### config.mk
export PLATFORM = sky130hd
export DESIGN_NAME = pc_unit
export DESIGN_NICKNAME = d
export VERILOG_FILES = /design/src/rtl/pc_unit_pkg.sv /design/src/rtl/pc_unit_ras.sv /design/src/rtl/pc_unit.sv
export SDC_FILE = /design/constraint.sdc
export NUM_CORES = 1
export LEC_CHECK = 0
export BUFFER_PORTS_ARGS = -buffer_cell sky130_fd_sc_hd__buf_2
export CORE_MARGIN = 2
export CORE_UTILIZATION = 25
export CTS_BUF_LIST = sky130_fd_sc_hd__clkbuf_16
export DETAILED_ROUTE_END_ITERATION = 8
export PLACE_DENSITY_LB_ADDON = 0.05
export SLEW_MARGIN = 5
export SYNTH_ARGS = -nofsm -noshare
export SYNTH_HDL_FRONTEND = slang
export SYNTH_SLANG_ARGS = --single-unit
### constraint.sdc
create_clock -name CLK -period 3.7 [get_ports CLK]
set_input_delay 0.37 -clock CLK [delete_from_list [all_inputs] [get_ports CLK]]
set_output_delay 0.37 -clock CLK [all_outputs]
set_load 0.005 [all_outputs]
### src/rtl/pc_unit_pkg.sv
// pc_unit_pkg: shared types and helpers for the fetch-stage program counter.
// Next-PC source select, instruction size, alignment check.
package pc_unit_pkg;

  typedef enum logic [2:0] {
    SEL_SEQ,
    SEL_BRANCH,
    SEL_JUMP,
    SEL_RET,
    SEL_TRAP,
    SEL_HOLD
  } next_pc_sel_t;

  localparam int INSTR_BYTES = 4;

  function automatic logic is_aligned(
    input logic [1:0] lsb
  );
    return lsb == 2'b00;
  endfunction

endpackage

### src/rtl/pc_unit_ras.sv
// ras_stack: circular return-address stack with push, pop and replace-top.
// A push when full overwrites the oldest entry; count saturates.
module ras_stack #(
  parameter int WIDTH     = 32,
  parameter int RAS_DEPTH = 4
) (
  input  logic             clk,
  input  logic             rst,
  input  logic             push,
  input  logic             pop,
  input  logic             replace,
  input  logic [WIDTH-1:0] wdata,
  output logic [WIDTH-1:0] top,
  output logic [$clog2(RAS_DEPTH+1)-1:0] count,
  output logic             empty,
  output logic             full
);

  localparam int PW = $clog2(RAS_DEPTH);
  localparam int CW = $clog2(RAS_DEPTH+1);

  logic [WIDTH-1:0] mem [RAS_DEPTH];
  logic [PW-1:0]    ptr;
  logic [PW-1:0]    ptr_m1;

  assign ptr_m1 = ptr - PW'(1);
  assign top    = mem[ptr_m1];
  assign empty  = count == '0;
  assign full   = count == CW'(RAS_DEPTH);

  always_ff @(posedge clk or posedge rst) begin
    if (rst) begin
      ptr   <= '0;
      count <= '0;
    end else if (push) begin
      ptr <= ptr + PW'(1);
      if (!full)
        count <= count + CW'(1);
    end else if (pop) begin
      ptr   <= ptr_m1;
      count <= count - CW'(1);
    end
  end

  // Entry contents need no reset; validity is tracked by count.
  always_ff @(posedge clk) begin
    if (push)
      mem[ptr] <= wdata;
    else if (replace)
      mem[ptr_m1] <= wdata;
  end

endmodule

### src/rtl/pc_unit.sv
// pc_unit: fetch-stage program counter with branch, jump, trap and
// a hardware return-address stack for CALL/RET.
module pc_unit
  import pc_unit_pkg::*;
#(
  parameter int               WIDTH        = 32,
  parameter int               RAS_DEPTH    = 4,
  parameter logic [WIDTH-1:0] RESET_VECTOR = '0,
  parameter logic [WIDTH-1:0] TRAP_VECTOR  = WIDTH'('h100)
) (
  input  logic             CLK,
  input  logic             RESET,
  input  logic             STALL,
  input  logic             BRANCH_TAKEN,
  input  logic [WIDTH-1:0] BRANCH_OFFSET,
  input  logic             JUMP,
  input  logic [WIDTH-1:0] JUMP_TARGET,
  input  logic             CALL,
  input  logic             RET,
  input  logic             TRAP,
  output logic [WIDTH-1:0] PC,
  output logic [WIDTH-1:0] PC_PLUS4,
  output logic             RAS_EMPTY,
  output logic             RAS_FULL,
  output logic             FAULT
);

  next_pc_sel_t     sel;
  logic [WIDTH-1:0] pc_q;
  logic [WIDTH-1:0] target;
  logic [WIDTH-1:0] pc_next;
  logic [WIDTH-1:0] ras_top;
  logic             misalign;
  logic             fault_next;
  logic             ras_push;
  logic             ras_pop;
  logic             ras_replace;
  logic [$clog2(RAS_DEPTH+1)-1:0] ras_count;

  assign PC       = pc_q;
  assign PC_PLUS4 = pc_q + WIDTH'(INSTR_BYTES);

  always_comb begin
    sel = SEL_SEQ;
    priority case (1'b1)
      TRAP:         sel = SEL_TRAP;
      STALL:        sel = SEL_HOLD;
      RET:          sel = SEL_RET;
      JUMP:         sel = SEL_JUMP;
      BRANCH_TAKEN: sel = SEL_BRANCH;
      default:      sel = SEL_SEQ;
    endcase
  end

  always_comb begin
    target = PC_PLUS4;
    unique case (sel)
      SEL_BRANCH: target = pc_q + BRANCH_OFFSET;
      SEL_JUMP:   target = JUMP_TARGET;
      SEL_RET:    target = ras_top;
      SEL_TRAP:   target = TRAP_VECTOR;
      SEL_HOLD:   target = pc_q;
      default:    target = PC_PLUS4;
    endcase
  end

  always_comb begin
    misalign = 1'b0;
    if (sel == SEL_BRANCH || sel == SEL_JUMP || sel == SEL_RET)
      misalign = !is_aligned(target[1:0]);
  end

  // A faulting cycle redirects to the trap vector and cancels RAS updates.
  assign fault_next  = misalign || (sel == SEL_RET && RAS_EMPTY);
  assign pc_next     = fault_next ? TRAP_VECTOR : target;
  assign ras_push    = !fault_next && sel == SEL_JUMP && CALL;
  assign ras_replace = !fault_next && sel == SEL_RET && CALL && JUMP;
  assign ras_pop     = !fault_next && sel == SEL_RET && !(CALL && JUMP);

  always_ff @(posedge CLK or posedge RESET) begin
    if (RESET) begin
      pc_q  <= RESET_VECTOR;
      FAULT <= 1'b0;
    end else begin
      pc_q  <= pc_next;
      FAULT <= fault_next;
    end
  end

  ras_stack #(
    .WIDTH     (WIDTH),
    .RAS_DEPTH (RAS_DEPTH)
  ) u_ras (
    .clk     (CLK),
    .rst     (RESET),
    .push    (ras_push),
    .pop     (ras_pop),
    .replace (ras_replace),
    .wdata   (PC_PLUS4),
    .top     (ras_top),
    .count   (ras_count),
    .empty   (RAS_EMPTY),
    .full    (RAS_FULL)
  );

endmodule
[Yosys cells after proc, flatten, opt, wreduce, memory -nomap -nowiden]
Memories as Yosys holds them, arrays and structs flattened.
Cells that the tools add are included.
Cells by class
  add/subtract/negate cells: 6
  multipliers: 0
  div/mod/pow operators: 0
  $lt $le $gt $ge: 0
  eq/ne operators: 8
  shift-type cells: 0
  muxes and demuxes: 21
  bitwise logic cells: 0
  reductions and logical operators: 19
Operators with widths (count)
  case mux 32 bit (5 select lines): 1
  two-way mux 32 bit: 2
  adder 32 x 3 -> 32 bit (second input constant): 1
  adder 32 bit: 1
  OR reduction 32 bit: 1
  two-way mux 3 bit: 6
  == test 3 bit (second input constant): 3
  logical AND 1 bit: 8
  two-way mux 1 bit: 8
  two-way mux 2 bit: 4
  == test 3 x 2 -> 1 bit (second input constant): 2
  != test 2 bit (second input constant): 2
  adder 3 x 1 -> 3 bit (second input constant): 1
  == test 3 x 1 -> 1 bit (second input constant): 1
  logical NOT 1 bit: 3
  logical NOT 3 bit: 1
  logical OR 1 bit: 3
  subtractor 3 x 1 -> 3 bit (second input constant): 1
  adder 2 x 1 -> 2 bit (second input constant): 1
  logical NOT 2 bit: 1
  AND reduction 2 bit: 1
  nonzero test 2 bit: 1
  subtractor 2 x 1 -> 2 bit (second input constant): 1
Storage, ports and cells
  register bits: 38
  latch bits: 0
  memory bits (writable): 128
  memory bits (read-only): 0
  output and inout bits: 67
  logic and storage cells: 60
  memories: 1
Memory list
  u_ras.mem: depth 4, bits a word 32, rd ports 1, clocked after memory_dff 0, write ports 1, RTL line pc_unit_ras.sv:22  | logic [WIDTH-1:0] mem [RAS_DEPTH];

[Depth between registers and ports, before layout]
  depth in word-level cells: 20
  mapped depth: 12

[By module]
From an unflattened synthesis, not the netlist that was laid out.
Second synthesis, totals
  cell total of the unflattened synthesis: 765
  area, all modules: 9286.4 µm²
Modules (own cells, without submodules)
  ras_stack: instances 1, cells each 205, area an instance 4981.0 µm²
  pc_unit: instances 1, cells each 560, area an instance 4305.4 µm²

[Least setup slack after synthesis]
Ideal clock, no wire load.
  path kind: register -> register
  start: reg pc_q[0], in the netlist PC[0]
  end: mem u_ras.mem[0][0] (enable)
  data arrival time: 3.521 ns
  path slack: -0.242 ns
  stages on the path, launching flop included: 11
  path buffers: 1
  path through: dfrtp_1 -> ha_1 -> fa_1 -> nand2b_1 -> a22oi_1 -> a31o_2 -> and2_4 -> o21a_1 -> buf_2 -> nand3_1 -> nor2_1
On the way
  cells in the longest elaborated chain, start to end: 15
  elaborated cells on any way between the ends: 21
  those cells by class: add/sub (2); mux (9); reduce/logical (10)
RTL lines
  from (decl): RTL line pc_unit.sv:29  | logic [WIDTH-1:0] pc_q;
  from (signal assigned): RTL line pc_unit.sv:85  | pc_q <= pc_next;
  adder 32 x 3 -> 32 bit or adder 32 bit (tied branches): RTL line pc_unit.sv:41, pc_unit.sv:58
  case mux 32 bit (5 select lines) *: RTL line pc_unit.sv:57  | unique case (sel)
  logical NOT 2 bit *: RTL line pc_unit_pkg.sv:19  | return lsb == 2'b00;
  logical NOT 1 bit *: RTL line pc_unit.sv:70  | misalign = !is_aligned(target[1:0]);
  two-way mux 1 bit *: RTL line pc_unit.sv:69  | if (sel == SEL_BRANCH || sel == SEL_JUMP || sel == SEL_RET)
  logical OR 1 bit *: RTL line pc_unit.sv:74  | assign fault_next = misalign || (sel == SEL_RET && RAS_EMPTY);
  logical NOT 1 bit *: RTL line pc_unit.sv:76, pc_unit.sv:77
  logical AND 1 bit (3 in series): RTL line pc_unit.sv:77  | assign ras_replace = !fault_next && sel == SEL_RET && CALL && JUMP;
  two-way mux 1 bit: RTL line pc_unit_ras.sv:49  | else if (replace)
  two-way mux 1 bit: RTL line pc_unit_ras.sv:47  | if (push)
  two-way mux 1 bit (not written as such): RTL line pc_unit_ras.sv:50  | mem[ptr_m1] <= wdata;
  OR reduction 32 bit (no line)
  two-way mux 2 bit (no line) or two-way mux 1 bit (tied branches)
  to (decl): RTL line pc_unit_ras.sv:22
Every way passes the cells marked *; elsewhere a longest branch is shown, timed or not.

[Worst setup path in the final report]
  start: reg pc_q[2], in the netlist PC[2]
  end: out PC_PLUS4[22]
On the way
  cells in the longest elaborated chain, start to end: 1
RTL lines
  adder 32 x 3 -> 32 bit: RTL line pc_unit.sv:41  | assign PC_PLUS4 = pc_q + WIDTH'(INSTR_BYTES);
  to (decl): RTL line pc_unit.sv:22  | output logic [WIDTH-1:0] PC_PLUS4,
No other way between the ends.

==> summary.txt <==
Detailed routing
  – Drt first pass iters: 5
  – DRT iter0 DRCs: 421
  – Via count: 7095
  – Drt total wl: 34.4 mm
  – Post-DRT Antenna Nets: 0
  – Drt drc: 0
  – Drt wl/cell: 24.3 um
  – DR vias/cell: 5.01

Clock network
  – Root Buffer Master: clkbuf_16
  – Clock Latency Late Sink: 0.46 ns
  – # Post-CTS Setup Buffers: 0
  – Clock Path Buffers: 2
  – # H-tree levels: 4
  – CTS sink cnt: 166
  – Num CTS Buffers: 17
  – CTS tree: built
  – Reg clk slew, reported paths: 0.08 ns

Logic synthesis
  – Seq/Total Area, Yosys: 0.521
  – Flops & latches, synth: 166
  – Synth async-reset ratio: 0.229
  – Yosys cell types: 68
  – Netlist Area Pre-Place: 9210 um^2
  – Warnings from Yosys: 0
  – Synth top area share: 0.417
  – Number of enable flip-flop cells after synthesis: 128
  – Leading area contributor after synthesis: edfxtp_1
  – Primary FF master, synth: edfxtp_1
  – Syn Inst Count: 777
  – Top cells by area, synth: edfxtp_1 42%, dfrtp_1 10%, mux4_2 7.8%
  – Avg Cell Area, Syn: 11.9 um^2
  – Net Count, Synth: 883

Timing
  – Fmax: 294 MHz
  – Worst-margin pin slew: 0.900 ns
  – Setup violators final: 0
  – RSZ-0062 raised after global routing: no
  – Tmin final: 3.40 ns
  – Relative slew slack: 0.398
  – Worst hold margin: 0.241 ns
  – Final hold vios: 0
  – Fin crit share: 0.920
  – Count of pins over their slew limit: 0
  – Final Skew: 0.0177 ns

Finish
  – Most frequent cells in the layout: 138 x buf_2, 128 x edfxtp_1, 72 x nand2_1
  – Fin util: 0.310
  – Fill cell count: 3842
  – Share of cells above drive strength 1: 0.276
  – Fin area: 11300 um^2
  – Area Growth Syn to Fin: 22.8%
  – Antenna diodes: 0
  – Nets: 1042
  – Most common cell after layout, fill and taps aside: buf_2
  – Finished Layout Cells: 1417

Placement
  – DP Cell Count: 1384
  – DP Area: 10700 um^2
  – Global placer's final weighted congestion: 0.780
  – Port Buffer Count: 138
  – DP HPWL: 25.0 mm

Global routing
  – GRT Util Overall: 0.183
  – Vias in the first global route: 7344
  – First-pass GRT wire length: 50.4 mm
  – Maximum number of pins on one net before global-route repair: 34
  – Initial antenna violation count: 0
  – Total gr overflow: 0

Setup path
  – Worst path slowest cell: dfrtp_1
  – Crit start category: flop
  – Cell chain of the critical path: ha_1 -> and4_1 -> nand2_1 -> buf_4 -> nor3_1 -> buf_4 -> and3_1 -> xor2_2 -> buf_2
  – Kind of critical path: flop to output port
  – Critical Path Max Stage Delay: 0.49 ns
  – WP data required: 3.33 ns
  – FF-to-FF Start: PC[0]$_DFF_PP0_
  – Setup crit end kind: output port
  – Most Frequent Cell on Critical Path: buf_4
  – Worst Path Max Fanout: 6
  – Worst setup startpoint: PC[2]$_DFFE_PP0P_
  – CP Data Arrival Time: 3.03 ns

Power and ir drop
  – Comb pwr share: 0.319
  – Total power: 6130 uW
  – Cell leakage power: 0.00444 uW
  – Cell internal pwr: 3950 uW
  – Switch share: 0.356
  – Clock share of power: 0.293
  – P per Cell Area: 542 nW/um^2
  – Seq pwr share: 0.388
  – Net switching power: 2180 uW
  – Worst vdd rail ir drop: 0.340 mV

Die
  – Die area: 38400 um^2
  – Top Ports: 139
  – Row cnt: 70
  – Starting Density: 0.253
  – DIE WIDTH: 196 um
  – Core ar.: 36400 um^2
  – Die H: 196 um

Status
  – Status: complete, no violations

Min path
  – Min-delay src: JUMP_TARGET[21]
  – Min-Delay Path Class: primary input to flop

Flow run
  – MaxCap Viol Count: 0
-- cell type report --
cell class | count | area (um^2) | area share
flip-flops and latches | 166 | 4800 | 0.424
well taps | 468 | 586 | 0.0518
repair buffers | 176 | 1020 | 0.0899
multi-input cells | 557 | 4250 | 0.376
clock inverters | 15 | 161 | 0.0143
clock buffers | 17 | 425 | 0.0376
inverters | 18 | 67.6 | 0.00598
-- cell families after synthesis --
| logic type | count (synthesis) | synth area share |
|---|---|---|
| AOI/OAI and AO/OA | 218 | 0.154 |
| xor gates and xnor gates | 56 | 0.0533 |
| buffers and inverters | 54 | 0.0247 |
| DFF | 166 | 0.521 |
| and+or+nand+nor | 212 | 0.116 |
| adders and majority gates | 34 | 0.0478 |
| muxes | 37 | 0.0840 |
-- final timing paths --
| path | depth (start not counted) | slack, ns | to |
|---|---|---|---|
| setup / recovery | 9 | 0.30 | PC_PLUS4[22] |
| max in group asynchronous | 4 | 2.40 | u_ras.ptr[1]$_DFFE_PP0P_ |
| hold / removal | 3 | 0.24 | PC[21]$_DFFE_PP0P_ |
| hold reg to reg | 1 | 0.59 | u_ras.count[0]$_DFFE_PP0P_ |
| min in group asynchronous | 3 | 0.53 | PC[17]$_DFFE_PP0P_ |
| setup reg to reg | 10 | 0.32 | PC[22]$_DFFE_PP0P_ |
-- critical path, delay by kind of cell, from the launching register on --
kind          cells  cell delay (ns)
simple gates      4             0.91
fa+ha+maj         1             0.33
flops             1             0.49
buf+inv           3             0.54
xor+xnor          1             0.31
-- state kept, by name, summed over array words and instances, names as in the netlist --
register and flops:
u_ras.count 3, FAULT 1, u_ras.ptr 2, PC 32
u_ras.mem 128
-- power by group through the flow --
stage          Clock [uW]  Sequential, uW  Combinational [uW]
2_1_floorplan           0            2350                1280
3_3_place_gp            0            2420                2000
3_5_place_dp            0            2420                1990
4_1_cts              1840            2380                2000
5_1_grt              1900            2400                2160
6_report             1790            2380                1960
-- stage by stage --
step / TNS, ns / worst slack, ns
after global placement: 0 / 0.308
final: 0 / 0.298
after floorplan: -15.48 / -0.242
after CTS: 0 / 0.0862
after detailed placement: 0 / 0.293
after global routing: 0 / 0.0412
-- timing repair --
| item | in CTS | in global routing |
|---|---|---|
| hold buffers | 1 | 0 |
| resized for setup | 0 | 2 |
| endpoints found under the setup margin | 0 | 2 |
| hold endpoints to repair | 19 | 0 |
-- cell usage after synthesis (3+ instances only) --
| cell | number |
|---|---|
| edfxtp_1 | 128 |
| nand2_1 | 72 |
| a21oi_1 | 63 |
| dfrtp_1 | 38 |
| xnor2_1 | 35 |
| nor2_1 | 34 |
| ha_1 | 32 |
| mux4_2 | 32 |
| o21ai_0 | 31 |
| o21ai_1 | 25 |
| nand3_1 | 24 |
| clkbuf_1 | 22 |
| xor2_1 | 21 |
| inv_1 | 17 |
| and3_1 | 13 |
| a221oi_1 | 12 |
| a221o_1 | 11 |
| nor3_1 | 11 |
| a21o_1 | 10 |
| a31oi_1 | 9 |
| and2_1 | 8 |
| buf_2 | 8 |
| nand2b_1 | 7 |
| nand4_1 | 7 |
| nor2b_1 | 7 |
| nor4_1 | 7 |
| a22oi_1 | 6 |
| and4_1 | 6 |
| o211ai_1 | 6 |
| o22ai_1 | 5 |
| or3_1 | 5 |
| o21a_1 | 4 |
| a21boi_0 | 3 |
| a222oi_1 | 3 |
| a22o_1 | 3 |
| buf_1 | 3 |
| mux2i_1 | 3 |
| o21bai_1 | 3 |
| o31ai_1 | 3 |
-- layer usage --
metal / share of wire / GRT usage
met1: 0.48 / 0.258
met2: 0.46 / 0.290
met5: 0 / 0
met4: 0.015 / 0.0499
met3: 0.037 / 0.0337
Note: power is estimated with default switching activity, not from simulation.
